<file path="src/rtl/iic_init_pkg.sv">
// Shared types for the SCCB init-table sequencer.
package iic_init_pkg;

  typedef enum logic [3:0] {
    IDLE,
    PWR_WAIT,
    FETCH,
    LOAD,
    REQ,
    XFER,
    GAP,
    DELAY,
    NEXT,
    DONE
  } seq_state_t;

  // A table entry with this register field is a delay of 'val' ms, not a write.
  localparam logic [15:0] DELAY_TAG = 16'hFFFF;

  typedef struct packed {
    logic [15:0] rg;
    logic [7:0]  val;
  } tbl_entry_t;

endpackage

</file>
<file path="src/rtl/iic_ms_timer.sv">
// Millisecond down-counter: load N ms, one-cycle done pulse N*CLK_FRE*1000 cycles later.
// N=0 pulses done on the cycle right after the load.
module iic_ms_timer #(
  parameter int CLK_FRE = 50
) (
  input  logic       i_clk,
  input  logic       i_rst_n,
  input  logic       i_load,
  input  logic [7:0] i_ms,
  output logic       o_done
);

  localparam int CYC_PER_MS = CLK_FRE * 1000;
  localparam int CW         = $clog2(CYC_PER_MS);

  logic [CW-1:0] r_cyc;
  logic [7:0]    r_ms;
  logic          r_run;
  logic          r_done;

  // Cycle counter inside each ms, ms counter above it, done raised on the final wrap.
  always_ff @(posedge i_clk or negedge i_rst_n) begin
    if (!i_rst_n) begin
      r_cyc  <= '0;
      r_ms   <= '0;
      r_run  <= 1'b0;
      r_done <= 1'b0;
    end else begin
      r_done <= 1'b0;
      if (i_load) begin
        r_cyc  <= CW'(CYC_PER_MS - 1);
        r_ms   <= i_ms;
        r_run  <= (i_ms != 8'd0);
        r_done <= (i_ms == 8'd0);
      end else if (r_run) begin
        if (r_cyc == '0) begin
          r_cyc <= CW'(CYC_PER_MS - 1);
          r_ms  <= r_ms - 8'd1;
          if (r_ms == 8'd1) begin
            r_run  <= 1'b0;
            r_done <= 1'b1;
          end
        end else begin
          r_cyc <= r_cyc - CW'(1);
        end
      end
    end
  end

  assign o_done = r_done;

endmodule

</file>
<file path="src/rtl/iic_init_seq.sv">
// OV5640 init-table sequencer: walks {reg,val} ROM entries, issues one single-byte
// SCCB write per entry via iic_master, and honours power-up and in-table delays.
module iic_init_seq
  import iic_init_pkg::*;
#(
  parameter int          CLK_FRE      = 50,
  parameter int          PWR_DELAY_MS = 20,
  parameter int          TBL_AW       = 8,
  parameter int          TBL_LEN      = 256,
  parameter logic [7:0]  SLAVE_ADDR   = 8'h78,
  parameter int          GAP_CYC      = 200,
  parameter int          REQ_TIMEOUT  = 4096
) (
  input  logic              i_clk,
  input  logic              i_rst_n,
  input  logic              i_start,
  output logic [TBL_AW-1:0] o_tbl_addr,
  input  logic [23:0]       i_tbl_data,
  output logic [7:0]        o_iic_slave_addr,
  output logic              o_iic_send_rw,
  output logic [15:0]       o_iic_reg_addr,
  output logic [7:0]        o_iic_send_data,
  output logic              o_iic_send_en,
  output logic              o_iic_brust_vaild,
  input  logic              i_iic_send_busy,
  output logic              o_init_busy,
  output logic              o_init_done,
  output logic [TBL_AW-1:0] o_entry_idx
);

  // One counter serves both the GAP length and the REQ timeout.
  localparam int CNT_MAX = (GAP_CYC > REQ_TIMEOUT) ? GAP_CYC : REQ_TIMEOUT;
  localparam int CNT_W   = $clog2(CNT_MAX + 1);

  seq_state_t        r_state, w_nxt;
  logic              r_busy_m, r_busy_s;
  logic [TBL_AW-1:0] r_idx;
  logic [15:0]       r_reg_addr;
  logic [7:0]        r_send_data;
  logic [CNT_W-1:0]  r_cnt;
  logic              r_drop;
  logic              w_tmr_load;
  logic [7:0]        w_tmr_ms;
  logic              w_tmr_done;
  logic              w_last;
  logic              w_gap_end;
  logic              w_to_hit;
  tbl_entry_t        w_ent;

  assign w_ent     = i_tbl_data;
  assign w_last    = (r_idx == TBL_AW'(TBL_LEN - 1));
  assign w_gap_end = (r_cnt == CNT_W'(GAP_CYC - 1));
  assign w_to_hit  = (r_state == REQ) && !r_busy_s && !r_drop &&
                     (r_cnt == CNT_W'(REQ_TIMEOUT - 1));

  iic_ms_timer #(.CLK_FRE(CLK_FRE)) u_tmr (
    .i_clk   (i_clk),
    .i_rst_n (i_rst_n),
    .i_load  (w_tmr_load),
    .i_ms    (w_tmr_ms),
    .o_done  (w_tmr_done)
  );

  // busy comes from the scl_x2 domain: two-flop synchroniser before any use.
  always_ff @(posedge i_clk or negedge i_rst_n) begin
    if (!i_rst_n) begin
      r_busy_m <= 1'b0;
      r_busy_s <= 1'b0;
    end else begin
      r_busy_m <= i_iic_send_busy;
      r_busy_s <= r_busy_m;
    end
  end

  // State register.
  always_ff @(posedge i_clk or negedge i_rst_n) begin
    if (!i_rst_n) r_state <= IDLE;
    else          r_state <= w_nxt;
  end

  // Next state; timer is loaded on the transition into PWR_WAIT/DELAY.
  always_comb begin
    w_nxt      = r_state;
    w_tmr_load = 1'b0;
    w_tmr_ms   = 8'd0;
    case (r_state)
      IDLE: begin
        w_nxt      = PWR_WAIT;
        w_tmr_load = 1'b1;
        w_tmr_ms   = 8'(PWR_DELAY_MS);
      end
      PWR_WAIT: if (w_tmr_done) w_nxt = FETCH;
      FETCH:    w_nxt = LOAD;
      LOAD: begin
        if (w_ent.rg == DELAY_TAG) begin
          w_nxt      = DELAY;
          w_tmr_load = 1'b1;
          w_tmr_ms   = w_ent.val;
        end else begin
          w_nxt = REQ;
        end
      end
      REQ:      if (r_busy_s)   w_nxt = XFER;
      XFER:     if (!r_busy_s)  w_nxt = GAP;
      GAP:      if (w_gap_end)  w_nxt = NEXT;
      DELAY:    if (w_tmr_done) w_nxt = NEXT;
      NEXT:     w_nxt = w_last ? DONE : FETCH;
      DONE: begin
        if (i_start) begin
          w_nxt      = PWR_WAIT;
          w_tmr_load = 1'b1;
          w_tmr_ms   = 8'(PWR_DELAY_MS);
        end
      end
      default:  w_nxt = IDLE;
    endcase
  end

  // Entry index: cleared at every run start, stepped in NEXT, never wraps.
  always_ff @(posedge i_clk or negedge i_rst_n) begin
    if (!i_rst_n)                             r_idx <= '0;
    else if (w_tmr_load && w_nxt == PWR_WAIT) r_idx <= '0;
    else if (r_state == NEXT && !w_last)      r_idx <= r_idx + TBL_AW'(1);
  end

  // Write payload held from LOAD until the next write entry's LOAD.
  always_ff @(posedge i_clk or negedge i_rst_n) begin
    if (!i_rst_n) begin
      r_reg_addr  <= '0;
      r_send_data <= '0;
    end else if (r_state == LOAD && w_ent.rg != DELAY_TAG) begin
      r_reg_addr  <= w_ent.rg;
      r_send_data <= w_ent.val;
    end
  end

  // GAP / timeout counter; held at 0 during the one-cycle request drop.
  always_ff @(posedge i_clk or negedge i_rst_n) begin
    if (!i_rst_n) begin
      r_cnt  <= '0;
      r_drop <= 1'b0;
    end else begin
      r_drop <= w_to_hit;
      if (r_state != w_nxt || r_drop || w_to_hit) r_cnt <= '0;
      else if (r_state == REQ || r_state == GAP)  r_cnt <= r_cnt + CNT_W'(1);
    end
  end

  assign o_tbl_addr        = r_idx;
  assign o_entry_idx       = r_idx;
  assign o_iic_slave_addr  = SLAVE_ADDR;
  assign o_iic_send_rw     = 1'b0;
  assign o_iic_brust_vaild = 1'b0;
  assign o_iic_reg_addr    = r_reg_addr;
  assign o_iic_send_data   = r_send_data;
  assign o_iic_send_en     = (r_state == REQ) && !r_drop;
  assign o_init_busy       = (r_state != IDLE) && (r_state != DONE);
  assign o_init_done       = (r_state == DONE);

endmodule

</file>
<file path="config.mk">
export PLATFORM = sky130hd
export DESIGN_NAME = iic_init_seq
export DESIGN_NICKNAME = d
export VERILOG_FILES = /design/src/rtl/iic_init_pkg.sv /design/src/rtl/iic_ms_timer.sv /design/src/rtl/iic_init_seq.sv
export SDC_FILE = /design/constraint.sdc
export NUM_CORES = 1
export LEC_CHECK = 0
export ABC_AREA = 1
export CAP_MARGIN = 20
export CORE_MARGIN = 3
export CORE_UTILIZATION = 40
export CTS_CLUSTER_DIAMETER = 200
export DETAILED_ROUTE_END_ITERATION = 12
export GPL_TIMING_DRIVEN = 0
export SYNTH_ARGS = -nofsm -noshare
export SYNTH_HDL_FRONTEND = slang
export SYNTH_SLANG_ARGS = --single-unit
</file>
<file path="constraint.sdc">
create_clock -name i_clk -period 4.29 [get_ports i_clk]
set_input_delay 1.287 -clock i_clk [delete_from_list [all_inputs] [get_ports i_clk]]
set_output_delay 1.287 -clock i_clk [all_outputs]
set_load 0.005 [all_outputs]
</file>
# Word level (Yosys, flattened, before mapping)
# Cells that the tools add are included.
# totals
ff_bits	78
inputBits	28
# op_classes
muxes	33
eq_ne	18
addsub	4
reduce_logical	24
# op_table
cell	n
16-bit two-way mux	3
8-bit two-way mux	6
4-bit one-hot mux with 10 select lines	1
4-bit two-way mux	7
13-bit two-way mux	2
8-bit one-hot mux with 3 select lines	1
16-bit == test, second input constant	1
4-bit by 3-bit == test with 1-bit output, second input constant	4
16-bit logical NOT	1
16-bit inequality test, second input constant	1
16-bit by 1-bit subtractor with 16-bit output, second input constant	1
13-bit by 1-bit adder with 13-bit output, second input constant	1
13-bit by 12-bit == test with 1-bit output, second input constant	1
13-bit by 8-bit == test with 1-bit output, second input constant	1
1-bit two-way mux	10
8-bit by 1-bit adder with 8-bit output, second input constant	1
4-bit by 1-bit == test with 1-bit output, second input constant	2
4-bit by 2-bit == test with 1-bit output, second input constant	2
4-bit == test, second input constant	2
8-bit by 1-bit == test with 1-bit output, second input constant	1
8-bit == test, second input constant	1
1-bit logical AND	8
8-bit logical NOT	1
2-bit nonzero test	4
12 further kinds	16

# Logic depth before layout (Yosys ltp)
# Gate-level depths: netlist of the first run.
# depth
ltp_word	7
mapped_depth	14
mapped_depth_nobuf	13

# By module
# A second synthesis of the first run with hierarchy kept.
# hier_totals
hier_cells	579
area_unflattened_um2	4558.1
# by_module_without_submodules
mod	instances	seq_area_each_um2	cells_per_inst	area_each_um2
iic_init_seq	1	1301.2	352	2932.8
iic_ms_timer	1	650.6	227	1625.3

# Worst setup path before layout of the first run
# No wires, ideal clock.
# synth_timing
kind	input -> register
start	input port i_tbl_data[9]
end	register u_tmr.r_done (netlist: u_tmr.o_done)
t_required_ns	4.171
n_path_buf	1
stages	11
arrival_time_ns	2.298
setup_slack_ns	1.873
path_cell_list	nand2_1 > nor2_1 > nand2_1 > nor2_1 > nand2_1 > nand2_4 > buf_6 > o21ai_2 > nand3_1 > nor2_1 > and2_1
# synth_via
elab_chain_cells	5
# synth_lines
item	line_no	text
from (decl)	iic_init_seq.sv:18	input logic [23:0] i_tbl_data,
16-bit == test (*)	iic_init_seq.sv:95	if (w_ent.rg == DELAY_TAG) begin
8-bit two-way mux	iic_init_seq.sv:95	
8-bit one-hot mux with 3 select lines	iic_init_seq.sv:86	case (r_state)
8-bit logical NOT	iic_ms_timer.sv:34	r_done <= (i_ms == 8'd0);
1-bit two-way mux (*)	iic_ms_timer.sv:30	if (i_load) begin
to (signal assigned)	iic_ms_timer.sv:34	
to (decl)	iic_ms_timer.sv:19	logic r_done;
# Every way passes the cells marked *; elsewhere a longest branch is shown, timed or not.
# A chain may end at the register's enable or synchronous reset.

# Final worst setup path of the first run
# layout_timing
start	register r_state[3]
end	output port o_init_busy
# layout_via
elab_chain_cells	2
# layout_lines
item	line_no	text
from (decl)	iic_init_seq.sv:35	seq_state_t r_state, w_nxt;
from (signal assigned)	iic_init_seq.sv:78	else r_state <= w_nxt;
4-bit inequality test or 4-bit nonzero test (tied branches)	iic_init_seq.sv:157	assign o_init_busy = (r_state != IDLE) && (r_state != DONE);
1-bit logical AND (*)	iic_init_seq.sv:157	
to (decl)	iic_init_seq.sv:26	output logic o_init_busy,
# Marked as above.

==> run metrics, run 1 <==
status finished, final reports clean; Final Cell Area roughly 0.0055 mm²; global-route wire length before repair ~17 mm; GRT overflow 0; CTS root buffer clkbuf_8; WP data required around 3000 ps; Max-slew headroom between 60% and 70%; crit path buf inv count 2; largest net degree at the start of global routing 46; core area approximately 0.010 mm²; DRC 0; Slew Limit Fails 0; gr usage total around 18%; CTS Buf Count 9; Mapped Cells about 540; GPL Wtd Cong around 0.93; Cell variety after synth between 40 and 50; cts repair resizes 0; WL/cell 13.2 µm; hold_buf cts 0; # fillers 1011; Die Y-Extent 110 µm; nets 666; post-route antenna net violation count 0; Layout Skew approximately 10 ps; DP HPWL just under 8 mm; worst-skew pair later-pin latency between 300 and 400 ps; Ant. Diodes 0; Avg Inst Size Synth ~8 µm²; RSZ-0062 raised after global routing false; Worst EP arrival about 1900 ps; critical-path cell list nor2_1 -> nand2_2 -> nand2_1 -> inv_1 -> clkdlybuf4s50_1; Area growth, synth to finish 26.4%; Mapped Area between 0.004 and 0.005 mm²; I/O Buffers 70; Post-Place Worst Slack ~910 ps; Yosys Warn Count 0; Finish-stage setup viols 0; CTS tree done; via count between 3000 and 4000; top cells by area, synth dfrtp_1 45%, nand2_1 11%, nor2_1 7.1%; H-tree Lvls 3; area of the die between 0.01 and 0.015 mm²; nature of the critical path endpoint output pin; worst-case clock buffer depth 2; worst vdd ir 0.136 mV; crit-path max FO 5; DRT iter0 DRCs roughly 210; Pwr per Cell Area 257 mW/mm²; vias in the first global route around 3600; Final WS setup about 1200 ps; # IOs 81; Tightest Pin Transition slightly below 600 ps; final period demand of the worst path approximately 3100 ps; crit share post-route 73.1%; Slowest-stage cell, CP clkdlybuf4s50_1; Startpoint Class flop; Hold Crit Class flop to flop; most frequent cells in the layout 125 x nand2_1, 82 x nor2_1, 78 x dfrtp_1, 69 x clkdlybuf4s50_1, 57 x inv_1; Final Hold Fails 0; FF+latch count, synth 78; layout cells sized above 1 approximately 13%; final wirelength approximately 10 mm; maximum clock frequency 0.319 GHz; chip width approximately 110 µm; CP max stage delay roughly 450 ps; initial core utilization approximately two fifths; commonest non-fill, non-tap cell in the layout nand2_1; Seq/Total Area, Yosys 44.9%; Setup Buffers After CTS 0; clk sink count 78; CTS clk-pin slew, worst paths approximately 80 ps; Post-DP Area 0.00528 mm²; MaxCap Viol Count 0; Row Count 37; family with the most delay on the worst path simple AND/OR/NAND/NOR gates; Synth top area share roughly 45%; critical path type flop to output pin; initial antenna violation count 0; Synth area leader dfrtp_1; vias per cell about 4.8; first drt pass iteration count 4; Pleak between 2 and 3 nW
==> registers in the layout (all words and copies together) (netlist names), 4 cells and up <==
name,count
u_tmr.r_cyc,16
r_state,4
o_iic_reg_addr,16
o_entry_idx,8
r_cnt,13
o_iic_send_data,8
u_tmr.r_ms,8
==> power by group <==
group	total [mW]	switching (mW)	internal, mW
combinational	0.0604	0.0289	0.0315
clock	0.619	0.264	0.355
sequential	0.736	0.000621	0.736
==> layer usage <==
layer  vias to the layer above  share of wire (%)  global-route usage [%]
met5                         -                  0                       0
met4                         0                1.2                    7.65
met3                         6                5.5                    2.50
met2                        87                 46                    28.6
met1                      1723                 47                    23.8
li1                       1888                  -                       -
==> area by class of cell <==
cell class	instances	area [µm²]	share of cell area, %
Timing Repair Buffer	71	726	13.2
Tap cell	136	170	3.09
Buffer	27	206	3.75
Clock buffer	11	151	2.75
Sequential cell	78	1950	35.5
Inverter	65	248	4.51
Clock inverter	4	70.1	1.27
Multi-Input combinational cell	380	1980	35.9
==> worst register-to-register path, stage by stage (launching register included) <==
cell     delay [ps]
dfrtp_1         420
nor2_1          340
nand2_1         170
inv_1           160
nand2_1         220
nand2_4         130
buf_6           150
o21ai_2          80
nand3_1         100
nor2_1           60
and2_1          160
==> cell usage after synthesis <==
cell type	instances
nand2_1	125
nor2_1	82
dfrtp_1	78
inv_1	57
nand3_1	39
buf_4	19
mux2_2	19
o21ai_0	13
xor2_1	13
o21ai_1	12
nor3_1	11
nand4_1	8
a21oi_1	6
ha_1	6
xnor2_1	5
buf_6	4
inv_2	4
nand2_2	4
buf_2	3
nand3b_1	3
nor4_1	3
clkinv_1	2
conb_1	2
nor2_4	2
o21bai_1	2
o22ai_1	2
o311ai_0	2
a21boi_0	1
a21o_1	1
a21oi_2	1
a311oi_1	1
and2_1	1
clkbuf_1	1
clkinv_2	1
inv_4	1
mux2i_1	1
nand2_4	1
nand3b_4	1
o211ai_1	1
o21ai_2	1
o21ai_4	1
or2_0	1
or2_2	1
==> logic make-up (layout without fill, tap and decap cells) <==
group | count (synthesis) | after routing | synth area share (%)
buffers and inverters | 92 | 178 | 10.4
other | 2 | 10 | 0.173
flip-flops | 78 | 78 | 44.9
AND/OR/NAND/NOR | 282 | 282 | 27.9
AO/OA/AOI/OAI | 44 | 44 | 6.10
multiplexers | 20 | 20 | 5.15
XOR/XNOR | 18 | 18 | 3.62
adder cells (fa/ha/maj) | 6 | 6 | 1.73
==> path summary, 6_finish.rpt <==
path | startpoint | endpoint | slack (ps) | depth (start not counted)
worst min register to register | r_busy_m | r_busy_s | 360 | 0
worst min-delay path | r_busy_m | r_busy_s | 360 | 0
min in group asynchronous | i_rst_n | r_cnt[4] | 890 | 1
worst max register to register | r_state[3] | u_tmr.o_done | 2180 | 10
max in group asynchronous | i_rst_n | u_tmr.r_ms[6] | 2820 | 2
worst max-delay path | r_state[3] | o_init_busy | 1150 | 5
==> metrics by stage <==
stage | util [%] | std cells | total power [mW] | setup TNS [ps] | hold WS, ps
global placement | 50.2 | 756 | 0.809 | -73540 | 334
CTS | 52.6 | 772 | 1.44 | 0 | 364
floorplan | - | 550 | 0.764 | 0 | 331
global route | 52.6 | 772 | 1.48 | 0 | 366
detailed placement | 50.4 | 757 | 0.812 | 0 | 345
finish | 52.6 | 772 | 1.42 | 0 | 362
Note: power is estimated with default switching activity, not from simulation.
==> run 2, diff against run 1 <==
==> constraint.sdc (replaced) <==
create_clock -name i_clk -period 2.9 [get_ports i_clk]
set_input_delay 0.87 -clock i_clk [delete_from_list [all_inputs] [get_ports i_clk]]
set_output_delay 0.87 -clock i_clk [all_outputs]
set_load 0.005 [all_outputs]
==> results of run 2 <==
Same layout as run 1 (identical final DEF). Status: finished, final reports clean.
Main changes from that run: setup slack after placement 912 ps -> -60.6 ps; setup slack after layout 1150 ps -> 180 ps; register-to-register setup slack 2180 ps -> 790 ps; total power 1.42 mW -> 2.09 mW; worst IR drop on VDD 0.136 mV -> 0.201 mV
==> run 3, diff against run 2 <==
--- a/config.mk
+++ b/config.mk
@@ -12,6 +12,7 @@
 export CTS_CLUSTER_DIAMETER = 200
 export DETAILED_ROUTE_END_ITERATION = 12
 export GPL_TIMING_DRIVEN = 0
+export HOLD_SLACK_MARGIN = 0.03
 export SYNTH_ARGS = -nofsm -noshare
 export SYNTH_HDL_FRONTEND = slang
 export SYNTH_SLANG_ARGS = --single-unit
==> results of run 3 <==
Same layout as run 1 (identical final DEF). Status: finished, final reports clean.
Main changes from that run: setup slack after placement 912 ps -> -60.6 ps; setup slack after layout 1150 ps -> 180 ps; register-to-register setup slack 2180 ps -> 790 ps; total power 1.42 mW -> 2.09 mW; worst IR drop on VDD 0.136 mV -> 0.201 mV
==> RTL edit 1, RTL diff (flow settings as in run 2) <==
Register the outputs `o_iic_send_en`, `o_init_busy` and `o_init_done`; this adds one clock of latency there. The other outputs are not delayed to match.
--- a/src/rtl/iic_init_seq.sv
+++ b/src/rtl/iic_init_seq.sv
@@ -153,9 +153,11 @@
   assign o_iic_brust_vaild = 1'b0;
   assign o_iic_reg_addr    = r_reg_addr;
   assign o_iic_send_data   = r_send_data;
-  assign o_iic_send_en     = (r_state == REQ) && !r_drop;
-  assign o_init_busy       = (r_state != IDLE) && (r_state != DONE);
-  assign o_init_done       = (r_state == DONE);
+  always_ff @(posedge i_clk) begin
+    o_iic_send_en <= (r_state == REQ) && !r_drop;
+    o_init_busy   <= (r_state != IDLE) && (r_state != DONE);
+    o_init_done   <= (r_state == DONE);
+  end
 
 endmodule
 
Formal check against the unedited RTL: not equivalent (a bounded check fails within 4 cycles, from zero or initial values and one cycle with i_rst_n low).
==> RTL edit 1 against run 2 <==
Cell area grew 0.27%; wire length shrank 3.0%; count of clock-buffer cells in the layout is the same; sequential cell count grew 3; total power shrank 4.9%; global-route usage shrank 0.80 points; die area grew 1.3%; clock skew is essentially flat; setup slack gained 0.16 ns; combinational power shrank 0.8%; hold slack lost 0.0043 ns; critical path type is now in2reg; maximum frequency grew 6.2%; synthesized area grew 1.4%.
==> RTL edit 1: results (changes against run 2) <==
outcome=finished, final reports clean (unchanged); Largest stage delay, worst path=0.48 ns (was 0.45 ns); Synth Area in Compound Gates=0.0601 (was 0.0610); CP max stage cell=clkdlybuf4s50_1 (unchanged); proportion of synthesized area in mux cells=0.0508 (was 0.0515); fraction of registers with async set/reset=0.963 (was 1.00); Via density=4.72 (was 4.80); xor/xnor share of the synthesized area=0.0357 (was 0.0362); CTS Hold Bufs=0 (unchanged); detailed router's first-iteration violation count=236 (was 211); CTS Buf Count=9 (unchanged); Netlist cell types=44 (was 43); worst hold path type=reg2reg (unchanged); CTS Root Cell=clkbuf_8 (unchanged); Arrival @ worst endpoint=2.80 ns (was 1.85 ns); Post-CTS Resized=0 (unchanged); worst-path fanout max=10 (was 5); clock latency on the worst-skew pair=0.35 ns (about the same); Fillers=1010 (was 1011); clock tree buffer depth=2 (unchanged); top post-synthesis cells by area=dfrtp_1 44%, nand2_1 11%, nor2_1 7.0% (was dfrtp_1 45%, nand2_1 11%, nor2_1 7.1%); Final #Nets=669 (was 666); GRT Total Usage=0.169 (was 0.177); Leakage=0.00268 uW (about the same); largest net degree at the start of global routing=63 (was 46); placed instance count=760 (was 757); final WL=9860 microns (was 10200 microns); share of cells above drive strength 1=0.122 (was 0.126); IO Port Bufs=70 (unchanged); drt pass-1 iters=4 (unchanged); register area share after synthesis=0.456 (was 0.449); first-pass GRT wire length=17200 microns (was 16700 microns); Placer Congestion=0.874 (was 0.926); H-tree depth=3 (unchanged); Avg Inst Size Synth=8.09 sq um (was 8.03 sq um); max_cap viols=0 (unchanged); synth warn=0 (unchanged); Post-synth EDFFs=0 (unchanged); Post-CTS Setup Bufs=0 (unchanged); adder-cell share of the synthesized area=0.0170 (was 0.0173); maximum vdd drop=224 uV (was 201 uV); via count=3660 (was 3704); vias in the first global route=3626 (was 3563); CTS clk-pin slew, worst paths=0.07 ns; diodes inserted=0 (unchanged); Rel. slew slack=0.598 (was 0.609); antenna violations before repair=0 (unchanged); clk_skew=0.0110 ns (was 0.0105 ns); post-DP HPWL=7610 microns (was 7820 microns); Commonest cells post-synth=125 x nand2_1, 82 x nor2_1, 78 x dfrtp_1, 57 x inv_1, 39 x nand3_1 (unchanged)
## RTL edit 1: worst max-delay path, delay by kind of cell
family                 cells  cell delay, ns
AND/OR/NAND/NOR            9            1.22
buffers and inverters      2            0.62
AO/OA/AOI/OAI              1            0.07
## RTL edit 1: final timing paths
kind | slack (ns) | to | start | cells after the start
worst max register to register | 0.87 | u_tmr.o_done$_DFF_PN0_ | r_state[2]$_DFF_PN0_ | 10
max in group asynchronous | 1.95 | u_tmr.r_ms[6]$_DFFE_PN0P_ | i_rst_n | 2
worst max-delay path | 0.34 | u_tmr.o_done$_DFF_PN0_ | i_tbl_data[21] | 12
worst min register to register | 0.36 | r_busy_s$_DFF_PN0_ | r_busy_m$_DFF_PN0_ | 0
min in group asynchronous | 0.38 | r_cnt[7]$_DFFE_PN0P_ | i_rst_n | 1
worst min-delay path | 0.36 | r_busy_s$_DFF_PN0_ | r_busy_m$_DFF_PN0_ | 0
## RTL edit 1: cell type report
class / instances / share of cell area
tap: 136 / 0.0309
clock inverter: 4 / 0.00817
clock buffer: 11 / 0.0238
buffer: 27 / 0.0374
inverter: 65 / 0.0449
multi-input combinational: 380 / 0.358
timing repair buffer: 71 / 0.132
sequential: 81 / 0.365
## RTL edit 1: kinds of logic (layout without fill, tap and decap cells)
logic type,count (synthesis),after routing
compound gates,44,44
simple gates,282,282
other cells,2,10
flops,81,81
fa+ha+maj,6,6
xor+xnor,18,18
mux,20,20
buf+inv,92,178
## RTL edit 1: report_power, final
part           switching (uW)  total [uW]  internal, uW
Combinational            42.1        88.7          46.6
Clock                     382         772           390
Sequential              0.906        1130          1130
Total                     425        1990          1570
## RTL edit 1: through the flow
stage | area [sq um] | worst slack [ns]
global route | 5510 | 0.106
detailed placement | 5340 | -0.0226
CTS | 5510 | 0.347
floorplan | 4440 | 0.900
finish | 5510 | 0.338
global placement | 5310 | -1.96
## RTL edit 1: per-layer routing
metal  wire length (microns)  GRT usage  share of wire  vias up
met4                     109     0.0462          0.011        0
met1                    4530      0.219           0.46     1701
li1                        -          -              -     1886
met2                    4870      0.288           0.49       64
met5                       0          0              0        -
met3                     361     0.0366          0.037        9
==> RTL edit 2, RTL diff (config.mk and constraints of run 2) <==
Without the edit above. `CLK_FRE` is set to 50 in 2 places; all go to 100.
--- a/src/rtl/iic_ms_timer.sv
+++ b/src/rtl/iic_ms_timer.sv
@@ -1,7 +1,7 @@
 // Millisecond down-counter: load N ms, one-cycle done pulse N*CLK_FRE*1000 cycles later.
 // N=0 pulses done on the cycle right after the load.
 module iic_ms_timer #(
-  parameter int CLK_FRE = 50
+  parameter int CLK_FRE = 100
 ) (
   input  logic       i_clk,
   input  logic       i_rst_n,
--- a/src/rtl/iic_init_seq.sv
+++ b/src/rtl/iic_init_seq.sv
@@ -3,7 +3,7 @@
 module iic_init_seq
   import iic_init_pkg::*;
 #(
-  parameter int          CLK_FRE      = 50,
+  parameter int          CLK_FRE      = 100,
   parameter int          PWR_DELAY_MS = 20,
   parameter int          TBL_AW       = 8,
   parameter int          TBL_LEN      = 256,
Function: same outputs for any inputs over 10 cycles, from zero or initial values and one cycle with i_rst_n low; that may be too few to reach the edited logic, so the function may still have changed.
==> RTL edit 2 against run 2 <==
Final cell count fell by 3.1%; synthesized area rose by 0.92%; wire length fell by 3.0%; cell area barely moved; sequential cell count rose by 1; setup slack got worse by 0.021 ns; total power fell by 7.6%; synthesized cell count fell by 4.6%; critical path type unchanged; largest power group unchanged.
==> RTL edit 2: results (changes against run 2) <==
antenna violations before repair=0 (unchanged); Seq Cell Count=79 (was 78); register area=1980 sq um (was 1950 sq um); Non-clk bufs=97 (was 98); clock network power=745 uW (was 915 uW); Via density=4.89 (was 4.80); Synth Instances=517 (was 542); Clock buf/inv share=0.0321 (was 0.0403); final WL=9860 microns (was 10200 microns); Placer Congestion=0.848 (was 0.926); adder-cell share of the synthesized area=0.0142 (was 0.0173); M3 GR Usage=0.0453 (was 0.0250); family with the most delay on the worst path=buffers and inverters (was simple AND/OR/NAND/NOR gates); detailed router's first-iteration violation count=174 (was 211); WL met2=4780 microns (was 4660 microns); maximum vdd drop=290 uV (was 201 uV); fraction of area in multi-input gates=0.375 (was 0.359); Arrival @ worst endpoint=1.87 ns (was 1.85 ns); Commonest cells post-synth=96 x nand2_1, 79 x dfrtp_1, 66 x nor2_1, 43 x inv_1, 33 x nand3_1 (was 125 x nand2_1, 82 x nor2_1, 78 x dfrtp_1, 57 x inv_1, 39 x nand3_1); Fillers=980 (was 1011); Die W=111 microns (was 110 microns); worst-path fanout max=6 (was 5); proportion of synthesized area in mux cells=0.0561 (was 0.0515); drt wl/cell=13.2 microns (about the same); post-DP HPWL=7470 microns (was 7820 microns); top post-synthesis cells by area=dfrtp_1 45%, nand2_1 8.2%, nor2_1 5.6% (was dfrtp_1 45%, nand2_1 11%, nor2_1 7.1%); largest net degree at the start of global routing=65 (was 46); share of cells above drive strength 1=0.162 (was 0.126); Seq pwr share=0.570 (was 0.520); register area share after synthesis=0.450 (was 0.449); xor/xnor share of the synthesized area=0.0459 (was 0.0362); Synth Area in Compound Gates=0.0806 (was 0.0610); met3 routed WL=490 microns (was 558 microns); Rel. slew slack=0.665 (was 0.609); fraction of registers with async set/reset=1.00 (unchanged); met1 usage=0.216 (was 0.238); Leakage=0.00260 uW (was 0.00268 uW); Top Metal Used=met4 (unchanged); Netlist cell types=42 (was 43); first-pass GRT wire length=17100 microns (was 16700 microns); Clock power frac=0.385 (was 0.437); routed length on met1=4490 microns (was 4830 microns); GRT Total Usage=0.168 (was 0.177); cell internal pwr=1500 uW (was 1660 uW); vias in the first global route=3558 (was 3563); Final #Nets=640 (was 666); NonClk Buf Share=0.167 (was 0.170); post-place setup slack=-0.179 ns (was -0.0606 ns); placed instance count=732 (was 757); Signal inverters=50 (was 65); comb_multi_in=370 (was 380); clkbuf count=13 (was 11); DP Area=5320 sq um (was 5280 sq um); clk_skew=0.0145 ns (was 0.0105 ns); clock tree buffer depth=2 (unchanged); fin area=5500 sq um (about the same); outcome=finished, final reports clean (unchanged); GR Util met2=0.284 (was 0.286); Largest stage delay, worst path=0.57 ns (was 0.45 ns)
-- RTL edit 2: cell count changes in the layout (fill, tap and decap cells not counted), sizes merged, moves of 5 or more --
cell / run 2 / this run
inv: 62 / 49
xor2: 13 / 18
nand3: 39 / 33
nor3b: 0 / 5
o21ai: 27 / 35
nand2: 130 / 102
-- RTL edit 2: worst paths after layout --
check	depth (start not counted)	start	slack (ns)	end
min reg2reg	0	r_busy_m$_DFF_PN0_	0.35	r_busy_s$_DFF_PN0_
min in group asynchronous	1	i_rst_n	0.37	r_cnt[8]$_DFFE_PN0P_
max	3	r_state[1]$_DFF_PN0_	0.16	o_iic_send_en
max in group asynchronous	2	i_rst_n	1.94	o_iic_send_data[3]$_DFFE_PN0P_
min	0	r_busy_m$_DFF_PN0_	0.35	r_busy_s$_DFF_PN0_
max reg2reg	11	o_entry_idx[0]$_DFFE_PN0P_	0.83	r_cnt[4]$_DFFE_PN0P_
